[src/rtl/f0_pkg.sv]
// Shared definitions for the layer-0 forward-pass engine: FSM state encoding,
// default geometry and the accumulator width helper.
package f0_pkg;

    typedef enum logic [2:0] {
        IDLE  = 3'd0,
        FETCH = 3'd1,
        ACC   = 3'd2,
        OUT   = 3'd3,
        DONE  = 3'd4
    } f0_state_t;

    localparam int F0_N_IN  = 4;
    localparam int F0_N_OUT = 4;
    localparam int F0_DW    = 8;

    // Full-precision product plus enough headroom for N_IN terms, so the
    // running sum can never wrap.
    function automatic int acc_width(input int dw, input int n_in);
        return 2 * dw + $clog2(n_in);
    endfunction

endpackage

[src/rtl/f0_mac.sv]
// Signed multiply-accumulate datapath with a saturating output stage.
// Optional build macro: F0_RELU_EN clamps negative results to zero.
module f0_mac import f0_pkg::*; #(
    parameter int N_IN = F0_N_IN,
    parameter int DW   = F0_DW
) (
    input  logic                 clk_i,
    input  logic                 rst_i,
    input  logic                 en_i,
    input  logic                 clr_i,
    input  logic                 acc_en_i,
    input  logic signed [DW-1:0] w_i,
    input  logic signed [DW-1:0] x_i,
    output logic signed [DW-1:0] y_o
);

    localparam int AW = acc_width(DW, N_IN);
    localparam logic signed [AW-1:0] Y_MAX = AW'((2 ** (DW - 1)) - 1);
    localparam logic signed [AW-1:0] Y_MIN = AW'(-(2 ** (DW - 1)));

    logic signed [2*DW-1:0] prod_w;
    logic signed [AW-1:0]   acc_reg;
    logic signed [AW-1:0]   acc_next;
    logic signed [DW-1:0]   sat_w;

    assign prod_w   = w_i * x_i;
    assign acc_next = acc_reg + AW'(prod_w);

    // Accumulator: clear has priority over accumulate; frozen when en_i is low.
    always_ff @(posedge clk_i or negedge rst_i) begin
        if (!rst_i) begin
            acc_reg <= '0;
        end else if (en_i) begin
            if (clr_i) begin
                acc_reg <= '0;
            end else if (acc_en_i) begin
                acc_reg <= acc_next;
            end
        end
    end

    // Clamp the wide sum into the signed output range.
    always_comb begin
        sat_w = acc_reg[DW-1:0];
        if (acc_reg > Y_MAX) begin
            sat_w = Y_MAX[DW-1:0];
        end else if (acc_reg < Y_MIN) begin
            sat_w = Y_MIN[DW-1:0];
        end
    end

`ifdef F0_RELU_EN
    assign y_o = sat_w[DW-1] ? '0 : sat_w;
`else
    assign y_o = sat_w;
`endif

endmodule

[src/rtl/f0_layer.sv]
// Layer-0 forward pass: walks the weight matrix against the activation vector
// in external synchronous-read memories and streams one saturated result per
// output neuron over valid/ready. Optional build macro: F0_RELU_EN (see f0_mac).
module f0_layer import f0_pkg::*; #(
    parameter int N_IN  = F0_N_IN,
    parameter int N_OUT = F0_N_OUT,
    parameter int DW    = F0_DW
) (
    input  logic                             clk_i,
    input  logic                             rst_i,
    input  logic                             en_i,
    input  logic                             f0_pass_i,
    output logic [$clog2(N_OUT*N_IN)-1:0]    w_addr_o,
    output logic [$clog2(N_IN)-1:0]          x_addr_o,
    input  logic signed [DW-1:0]             w_i,
    input  logic signed [DW-1:0]             x_i,
    output logic signed [DW-1:0]             y_o,
    output logic [$clog2(N_OUT)-1:0]         y_idx_o,
    output logic                             y_valid_o,
    input  logic                             y_ready_i,
    output logic                             f0_end_o
);

    localparam int IW = $clog2(N_IN);
    localparam int OW = $clog2(N_OUT);
    localparam logic [IW-1:0] I_LAST = IW'(N_IN - 1);
    localparam logic [OW-1:0] O_LAST = OW'(N_OUT - 1);
    localparam logic [IW-1:0] I_ONE  = IW'(1);
    localparam logic [OW-1:0] O_ONE  = OW'(1);

    f0_state_t     state_reg, state_next;
    logic [IW-1:0] i_idx_reg;
    logic [OW-1:0] o_idx_reg;
    logic          idx_clr;
    logic          i_inc;
    logic          o_adv;
    logic          acc_clr;
    logic          acc_en;

    // State register.
    always_ff @(posedge clk_i or negedge rst_i) begin
        if (!rst_i) begin
            state_reg <= IDLE;
        end else if (en_i) begin
            state_reg <= state_next;
        end
    end

    // Next-state and datapath control; dropping f0_pass_i mid-pass aborts
    // without touching the indices or the accumulator.
    always_comb begin
        state_next = state_reg;
        idx_clr    = 1'b0;
        i_inc      = 1'b0;
        o_adv      = 1'b0;
        acc_clr    = 1'b0;
        acc_en     = 1'b0;
        case (state_reg)
            IDLE: begin
                idx_clr = 1'b1;
                acc_clr = 1'b1;
                if (f0_pass_i) state_next = FETCH;
            end
            FETCH: begin
                state_next = f0_pass_i ? ACC : IDLE;
            end
            ACC: begin
                if (!f0_pass_i) begin
                    state_next = IDLE;
                end else begin
                    acc_en = 1'b1;
                    if (i_idx_reg == I_LAST) begin
                        state_next = OUT;
                    end else begin
                        i_inc      = 1'b1;
                        state_next = FETCH;
                    end
                end
            end
            OUT: begin
                if (!f0_pass_i) begin
                    state_next = IDLE;
                end else if (y_ready_i) begin
                    if (o_idx_reg == O_LAST) begin
                        state_next = DONE;
                    end else begin
                        o_adv      = 1'b1;
                        acc_clr    = 1'b1;
                        state_next = FETCH;
                    end
                end
            end
            DONE: begin
                if (!f0_pass_i) state_next = IDLE;
            end
            default: state_next = IDLE;
        endcase
    end

    // Input/output neuron index counters.
    always_ff @(posedge clk_i or negedge rst_i) begin
        if (!rst_i) begin
            i_idx_reg <= '0;
            o_idx_reg <= '0;
        end else if (en_i) begin
            if (idx_clr) begin
                i_idx_reg <= '0;
                o_idx_reg <= '0;
            end else if (o_adv) begin
                i_idx_reg <= '0;
                o_idx_reg <= o_idx_reg + O_ONE;
            end else if (i_inc) begin
                i_idx_reg <= i_idx_reg + I_ONE;
            end
        end
    end

    // Addresses depend only on registered indices so memory data survives a freeze.
    assign w_addr_o  = {o_idx_reg, i_idx_reg};
    assign x_addr_o  = i_idx_reg;
    assign y_idx_o   = o_idx_reg;
    assign y_valid_o = (state_reg == OUT);
    assign f0_end_o  = (state_reg == DONE);

    f0_mac #(
        .N_IN (N_IN),
        .DW   (DW)
    ) u_mac (
        .clk_i    (clk_i),
        .rst_i    (rst_i),
        .en_i     (en_i),
        .clr_i    (acc_clr),
        .acc_en_i (acc_en),
        .w_i      (w_i),
        .x_i      (x_i),
        .y_o      (y_o)
    );

endmodule

[config.mk]
export PLATFORM = sky130hd
export DESIGN_NAME = f0_layer
export DESIGN_NICKNAME = d
export VERILOG_FILES = /design/src/rtl/f0_pkg.sv /design/src/rtl/f0_mac.sv /design/src/rtl/f0_layer.sv
export SDC_FILE = /design/constraint.sdc
export NUM_CORES = 1
export LEC_CHECK = 0
export CORE_ASPECT_RATIO = 1.75
export CORE_MARGIN = 2
export CORE_UTILIZATION = 45
export CTS_BUF_LIST = sky130_fd_sc_hd__clkbuf_4
export DETAILED_ROUTE_END_ITERATION = 8
export PLACE_DENSITY = 0.67
export SLEW_MARGIN = 40
export SYNTH_ARGS = -nofsm -noshare
export SYNTH_HDL_FRONTEND = slang
export SYNTH_SLANG_ARGS = --single-unit
[constraint.sdc]
create_clock -name clk_i -period 4.2 [get_ports clk_i]
set_input_delay 0.84 -clock clk_i [delete_from_list [all_inputs] [get_ports clk_i]]
set_output_delay 0.84 -clock clk_i [all_outputs]
set_load 0.02 [all_outputs]
==> flow_summary.ini, run 1 <==
[timing]
worst_pin_slew_ns = 0.8333
setup-tns-final_ns = -4.571
hold_viol_final = 0
highest_clock_frequency_the_design_can_meet_mhz = 204.6
slew_violations = 0
finalWorstSetupSlack_ns = -0.6883
grt_setup_unrepaired = true
post-route-period-util_pct = 116.4
final.min_clock_period_ns = 4.888
timing.slew.headroom_pct = 43.97
finClkSkew_ns = 0.002517
finalSetupViolCount = 10

[layout]
layout.filler_cells = 820
finalNetCount = 716
flip_flop_count_of_the_largest_register_after_layout = 18
syn2layout_area_growth_pct = 33.91
final_layout_size_suffix_gt1_share_pct = 30.35
antenna_cells_inserted = 0

[run_status]
outcome = finished, violations left
failing_checks = negative setup slack

[hold_path]
timing.hold.worst.class = reg -> reg

[global_route]
grt_overflow = 0
grt_antenna_before_repair = 0
pin_count_of_the_biggest_net_entering_global_routing = 26
global_route.usage.total_pct = 22.00
via_count_of_the_first_global_routing_pass = 4052
global_route_wire_length_before_repair_mm = 18.73

[clocking]
cts_sinks = 25
htree_num_levels = 1
cell_at_the_root_of_the_clock_tree = sky130_fd_sc_hd__clkbuf_4
number_of_buffers_between_clock_root_and_the_deepest_sink = 2
cts_tree = yes
numCtsBuffers = 3
clk_transition_reported_paths_ns = 0.15
clock_latency_ns = 0.32
post_cts_hold_buffer_count = 0

[routing]
routed_wirelength_mm = 10.95
route.met3.wl_um = 185
drt-wirelength-per-cell_um = 15.76
route.antenna.remaining_nets = 0
drcViolationCount = 0
highest-signal-layer = met4
drt_iter0_drc = 94
wirelength_met1_mm = 3.754
vias_per_cell = 5.213
detailedRoute.firstPassIterationCount = 4
met2RoutedLength_mm = 6.559
detailroute.via_count = 3623

[critical_path]
worstSetupStartpointType = input port
crit_arrival_ns = 5.12
required_ns = 4.44
worstSetupEndpointType = register
critical_setup_path_kind = in -> reg
timing.critical_path.fanout_max = 4
register_to_register_setup_slack_ns = -0.32

[placement]
dp_slack_ns = -1.591
numPortBuffers = 38
dp_hpwl_mm = 9.355
globalplace.congestion = 0.8709

[synth]
most_used_dff_post_synth = sky130_fd_sc_hd__dfrtp_1
netlist-cell-type-count = 51
post-synth-top-area-fraction_pct = 35.72
yosysSeqAreaShare_pct = 13.95
post_synth_inst_count = 461
synthesis.yosys.warnings = 0
postSynthRegisterBits = 25
synth-async-reset-ratio_pct = 100.0
syn_area_um2 = 4483
synth.area.top_cells = sky130_fd_sc_hd__fa_1 36%, sky130_fd_sc_hd__dfrtp_1 14%, sky130_fd_sc_hd__ha_1 12%
yosysTopAreaCell = sky130_fd_sc_hd__fa_1
most_instantiated_cells_after_synthesis = 92 x sky130_fd_sc_hd__inv_1, 80 x sky130_fd_sc_hd__fa_1, 44 x sky130_fd_sc_hd__ha_1, 42 x sky130_fd_sc_hd__nand2_1, 36 x sky130_fd_sc_hd__and2_1
yosys.cell_count.top_type = sky130_fd_sc_hd__inv_1
syn-mean-instance-area_um2 = 9.725
syn-num-nets = 606
number_of_synthesized_flops_with_an_enable_pin = 0

[die]
rows = 48
initial_core_util_pct = 45.79
fp.coreArea_um2 = 9789
dieHeight_um = 136.0
dieArea_um2 = 10810
io_pins = 39
fp.dieW_um = 79.45

[run]
timing.max_cap.violations = 0
cells by family (layout without fill, tap and decap cells):
logic type	count (synthesis)	in the layout	synth area share, %
fa+ha+maj	124	124	48.00
xor+xnor	12	12	2.344
flops	25	25	13.95
compound gates	73	73	12.34
simple gates	120	120	13.56
buf+inv	105	214	9.294
mux	2	2	0.5023
worst max-delay path, stage by stage:
cell and delay, ns:
sky130_fd_sc_hd__buf_6 0.11, sky130_fd_sc_hd__and2_4 0.17, sky130_fd_sc_hd__buf_4 0.13, sky130_fd_sc_hd__buf_4 0.12, sky130_fd_sc_hd__fa_1 0.50, sky130_fd_sc_hd__fa_1 0.44
sky130_fd_sc_hd__fa_1 0.51, sky130_fd_sc_hd__fa_1 0.50, sky130_fd_sc_hd__ha_1 0.34, sky130_fd_sc_hd__ha_4 0.27, sky130_fd_sc_hd__a21oi_4 0.17, sky130_fd_sc_hd__o211ai_1 0.14
sky130_fd_sc_hd__buf_4 0.19, sky130_fd_sc_hd__a21oi_2 0.11, sky130_fd_sc_hd__nor2b_1 0.06, sky130_fd_sc_hd__or3_1 0.30, sky130_fd_sc_hd__a32o_1 0.22
cell usage in the layout, fill, tap and decap left out, drive strengths merged, types with 4 or more instances in the layout:
cell           count
a32o               4
ha                44
xor2               4
o21ai             19
a21oi              7
clkdlybuf4s50     22
xnor2              8
inv               93
o211ai             4
buf               95
fa                80
nand2             42
dfrtp             25
a22o               6
nor2              16
or3                4
o21a              10
nor3               4
and2              36
area by class of cell:
class | instances | area, um^2 | share of cell area, %
multi-input cells | 331 | 3812 | 63.51
repair buffers | 117 | 1023 | 17.05
flip-flops and latches | 25 | 625.6 | 10.42
inverters | 93 | 354.1 | 5.898
well taps | 125 | 156.4 | 2.605
clock buffers | 3 | 22.52 | 0.3752
clock inverters | 1 | 8.758 | 0.1459
worst paths after layout:
check | startpoint | to | cells after the start
worst max-delay path | x_i[0] | u_mac.acc_reg[15] | 17
worst min-delay path | u_mac.acc_reg[1] | u_mac.acc_reg[1] | 1
worst max register to register | u_mac.acc_reg[6] | u_mac.acc_reg[17] | 17
worst min register to register | u_mac.acc_reg[1] | u_mac.acc_reg[1] | 1
max in group asynchronous | rst_i | u_mac.acc_reg[16] | 2
min in group asynchronous | rst_i | state_reg[2] | 2
routing by layer:
metal | vias to the layer above | track usage, %
met4 | 0 | 10.25
met1 | 1817 | 23.35
li1 | 1692 | -
met2 | 82 | 42.95
met3 | 32 | 1.195
met5 | - | 0
per-stage QoR:
stage / util (%) / instance area, um^2 / hold slack [ns] / std cells
2_1_floorplan: - / 4616 / 0.4720 / 461
3_3_place_gp: 57.11 / 5590 / 0.5184 / 679
3_5_place_dp: 57.11 / 5590 / 0.5361 / 679
4_1_cts: 59.91 / 5864 / 0.5723 / 691
5_1_grt: 61.32 / 6003 / 0.5943 / 695
6_report: 61.32 / 6003 / 0.5643 / 695
what timing repair did:
action | in CTS | in global routing
resized for setup | 137 | 22
buffers inserted | 10 | 5
setup endpoints to repair | 13 | 12
pin swaps | 58 | 37
Power of run 1 is not shown: default switching activity piles up to over one toggle a cycle in this logic, so the estimate is an artifact.
==> inputs of run 2 (changes only) <==
Settings changed: SKIP_LAST_GASP from default to 1.
==> flow_summary.ini, run 2 (synthesis results as in run 1) <==
[die]
initial_core_util_pct = 45.79
dieHeight_um = 136.0
fp.dieW_um = 79.45
rows = 48
dieArea_um2 = 10810
fp.coreArea_um2 = 9789
io_pins = 39

[timing]
setup-tns-final_ns = -4.510
slew_violations = 0
finClkSkew_ns = 0.001964
highest_clock_frequency_the_design_can_meet_mhz = 206.1
final.min_clock_period_ns = 4.852
timing.slew.headroom_pct = 44.86
grt_setup_unrepaired = true
finalSetupViolCount = 10
finalWorstSetupSlack_ns = -0.6518
worst_pin_slew_ns = 0.8200
hold_viol_final = 0
post-route-period-util_pct = 115.5

[layout]
layout.cells.most_common_list = 82 x sky130_fd_sc_hd__inv_1, 77 x sky130_fd_sc_hd__buf_4, 75 x sky130_fd_sc_hd__fa_1
antenna_cells_inserted = 0
finish.utilization_pct = 61.40
most_common_library_cell_in_the_layout_ignoring_fill_and_taps = sky130_fd_sc_hd__inv_1
layoutNonFillerInstCount = 696
final_layout_size_suffix_gt1_share_pct = 30.65
finalNetCount = 717
flip_flop_count_of_the_largest_register_after_layout = 18
syn2layout_area_growth_pct = 34.08

[placement]
numPortBuffers = 38
dp_slack_ns = -1.591
dp_hpwl_mm = 9.355
globalplace.congestion = 0.8709
placedCellCount = 679

[run_status]
outcome = finished, violations left
failing_checks = negative setup slack

[routing]
routed_wirelength_mm = 10.98
route.antenna.remaining_nets = 0
drt_iter0_drc = 99
vias_per_cell = 5.194
detailroute.via_count = 3615
drcViolationCount = 0
drt-wirelength-per-cell_um = 15.77
detailedRoute.firstPassIterationCount = 4

[clocking]
htree_num_levels = 1
cts_sinks = 25
cts_tree = yes
number_of_buffers_between_clock_root_and_the_deepest_sink = 2
post_cts_hold_buffer_count = 0
clk_transition_reported_paths_ns = 0.16
clock_latency_ns = 0.33
numCtsBuffers = 3
cell_at_the_root_of_the_clock_tree = sky130_fd_sc_hd__clkbuf_4

[critical_path]
critical_setup_path_kind = in -> reg
crit_path_max_delay_family = adder cells
crit_arrival_ns = 5.13
worstSetupEndpointType = register
timing.critical_path.fanout_max = 6
crit_chain = buf_8 > buf_6 > and2_4 > fa_1 > inv_2 > fa_1 > inv_2 > fa_1 > fa_1 > ha_4 > ha_4 > a21o_1 > a2111oi_4 > a311oi_2 > o41a_1 > nand2_1
required_ns = 4.48
critical_path_buf_inv_count = 4
critical_path.max_stage_delay_ns = 0.56
cpMaxStageDelayCell = sky130_fd_sc_hd__fa_1
timing.critical_path.mode_cell = sky130_fd_sc_hd__fa_1
worstSetupStartpointType = input port

[run]
timing.max_cap.violations = 0

[global_route]
pin_count_of_the_biggest_net_entering_global_routing = 26
grt_overflow = 0
grt_antenna_before_repair = 0
global_route.usage.total_pct = 22.06
global_route_wire_length_before_repair_mm = 18.76
via_count_of_the_first_global_routing_pass = 4050

[hold_path]
timing.hold.worst.class = reg -> reg
-- run 2: path summary, 6_finish.rpt --
path | from | end | slack, ns | depth (start not counted)
worst max-delay path | x_i[5] | u_mac.acc_reg[17] | -0.65 | 16
worst min-delay path | u_mac.acc_reg[1] | u_mac.acc_reg[1] | 0.56 | 1
worst max register to register | u_mac.acc_reg[6] | u_mac.acc_reg[17] | -0.28 | 15
worst min register to register | u_mac.acc_reg[1] | u_mac.acc_reg[1] | 0.56 | 1
max in group asynchronous | rst_i | u_mac.acc_reg[1] | 3.08 | 2
min in group asynchronous | rst_i | state_reg[2] | 0.86 | 2
-- run 2: area by class of cell --
| class | instances | area (um^2) |
|---|---|---|
| clock inverters | 1 | 8.758 |
| well taps | 125 | 156.4 |
| repair buffers | 118 | 1031 |
| multi-input cells | 331 | 3812 |
| inverters | 93 | 354.1 |
| fillers | 818 | 3779 |
| flip-flops and latches | 25 | 625.6 |
| clock buffers | 3 | 22.52 |
-- run 2: repair_timing --
item                                    4_1_cts  5_1_grt
pin swaps                                    58       38
endpoints found under the setup margin       13       12
buffers inserted                             10        6
resized for setup                           135       25
-- run 2: stage by stage --
step                hold slack (ns)  area, um^2
floorplan                    0.4720        4616
global placement             0.5184        5590
detailed placement           0.5361        5590
CTS                          0.5723        5857
global route                 0.5943        6011
finish                       0.5638        6011
-- run 2: worst reg2reg max path, stage by stage, from the launching register on --
cell	delay [ns]
sky130_fd_sc_hd__dfrtp_1	0.41
sky130_fd_sc_hd__inv_1	0.08
sky130_fd_sc_hd__fa_1	0.42
sky130_fd_sc_hd__inv_1	0.09
sky130_fd_sc_hd__fa_1	0.45
sky130_fd_sc_hd__fa_1	0.52
sky130_fd_sc_hd__fa_1	0.54
sky130_fd_sc_hd__fa_1	0.45
sky130_fd_sc_hd__ha_4	0.31
sky130_fd_sc_hd__o211ai_1	0.11
sky130_fd_sc_hd__o211ai_1	0.23
sky130_fd_sc_hd__buf_4	0.19
sky130_fd_sc_hd__a21boi_2	0.05
sky130_fd_sc_hd__o211a_1	0.21
sky130_fd_sc_hd__o41a_1	0.30
sky130_fd_sc_hd__nand2_1	0.07
-- run 2: routing by layer --
layer | track usage (%) | wire (um) | up-vias | part of all wire (%)
li1 | - | - | 1695 | -
met1 | 23.35 | 3794 | 1808 | 35
met2 | 43.37 | 6531 | 78 | 59
met3 | 1.129 | 170 | 34 | 1.5
met4 | 9.866 | 482 | 0 | 4.4
met5 | 0 | 0 | - | 0
Power of run 2 is left out for the same reason.
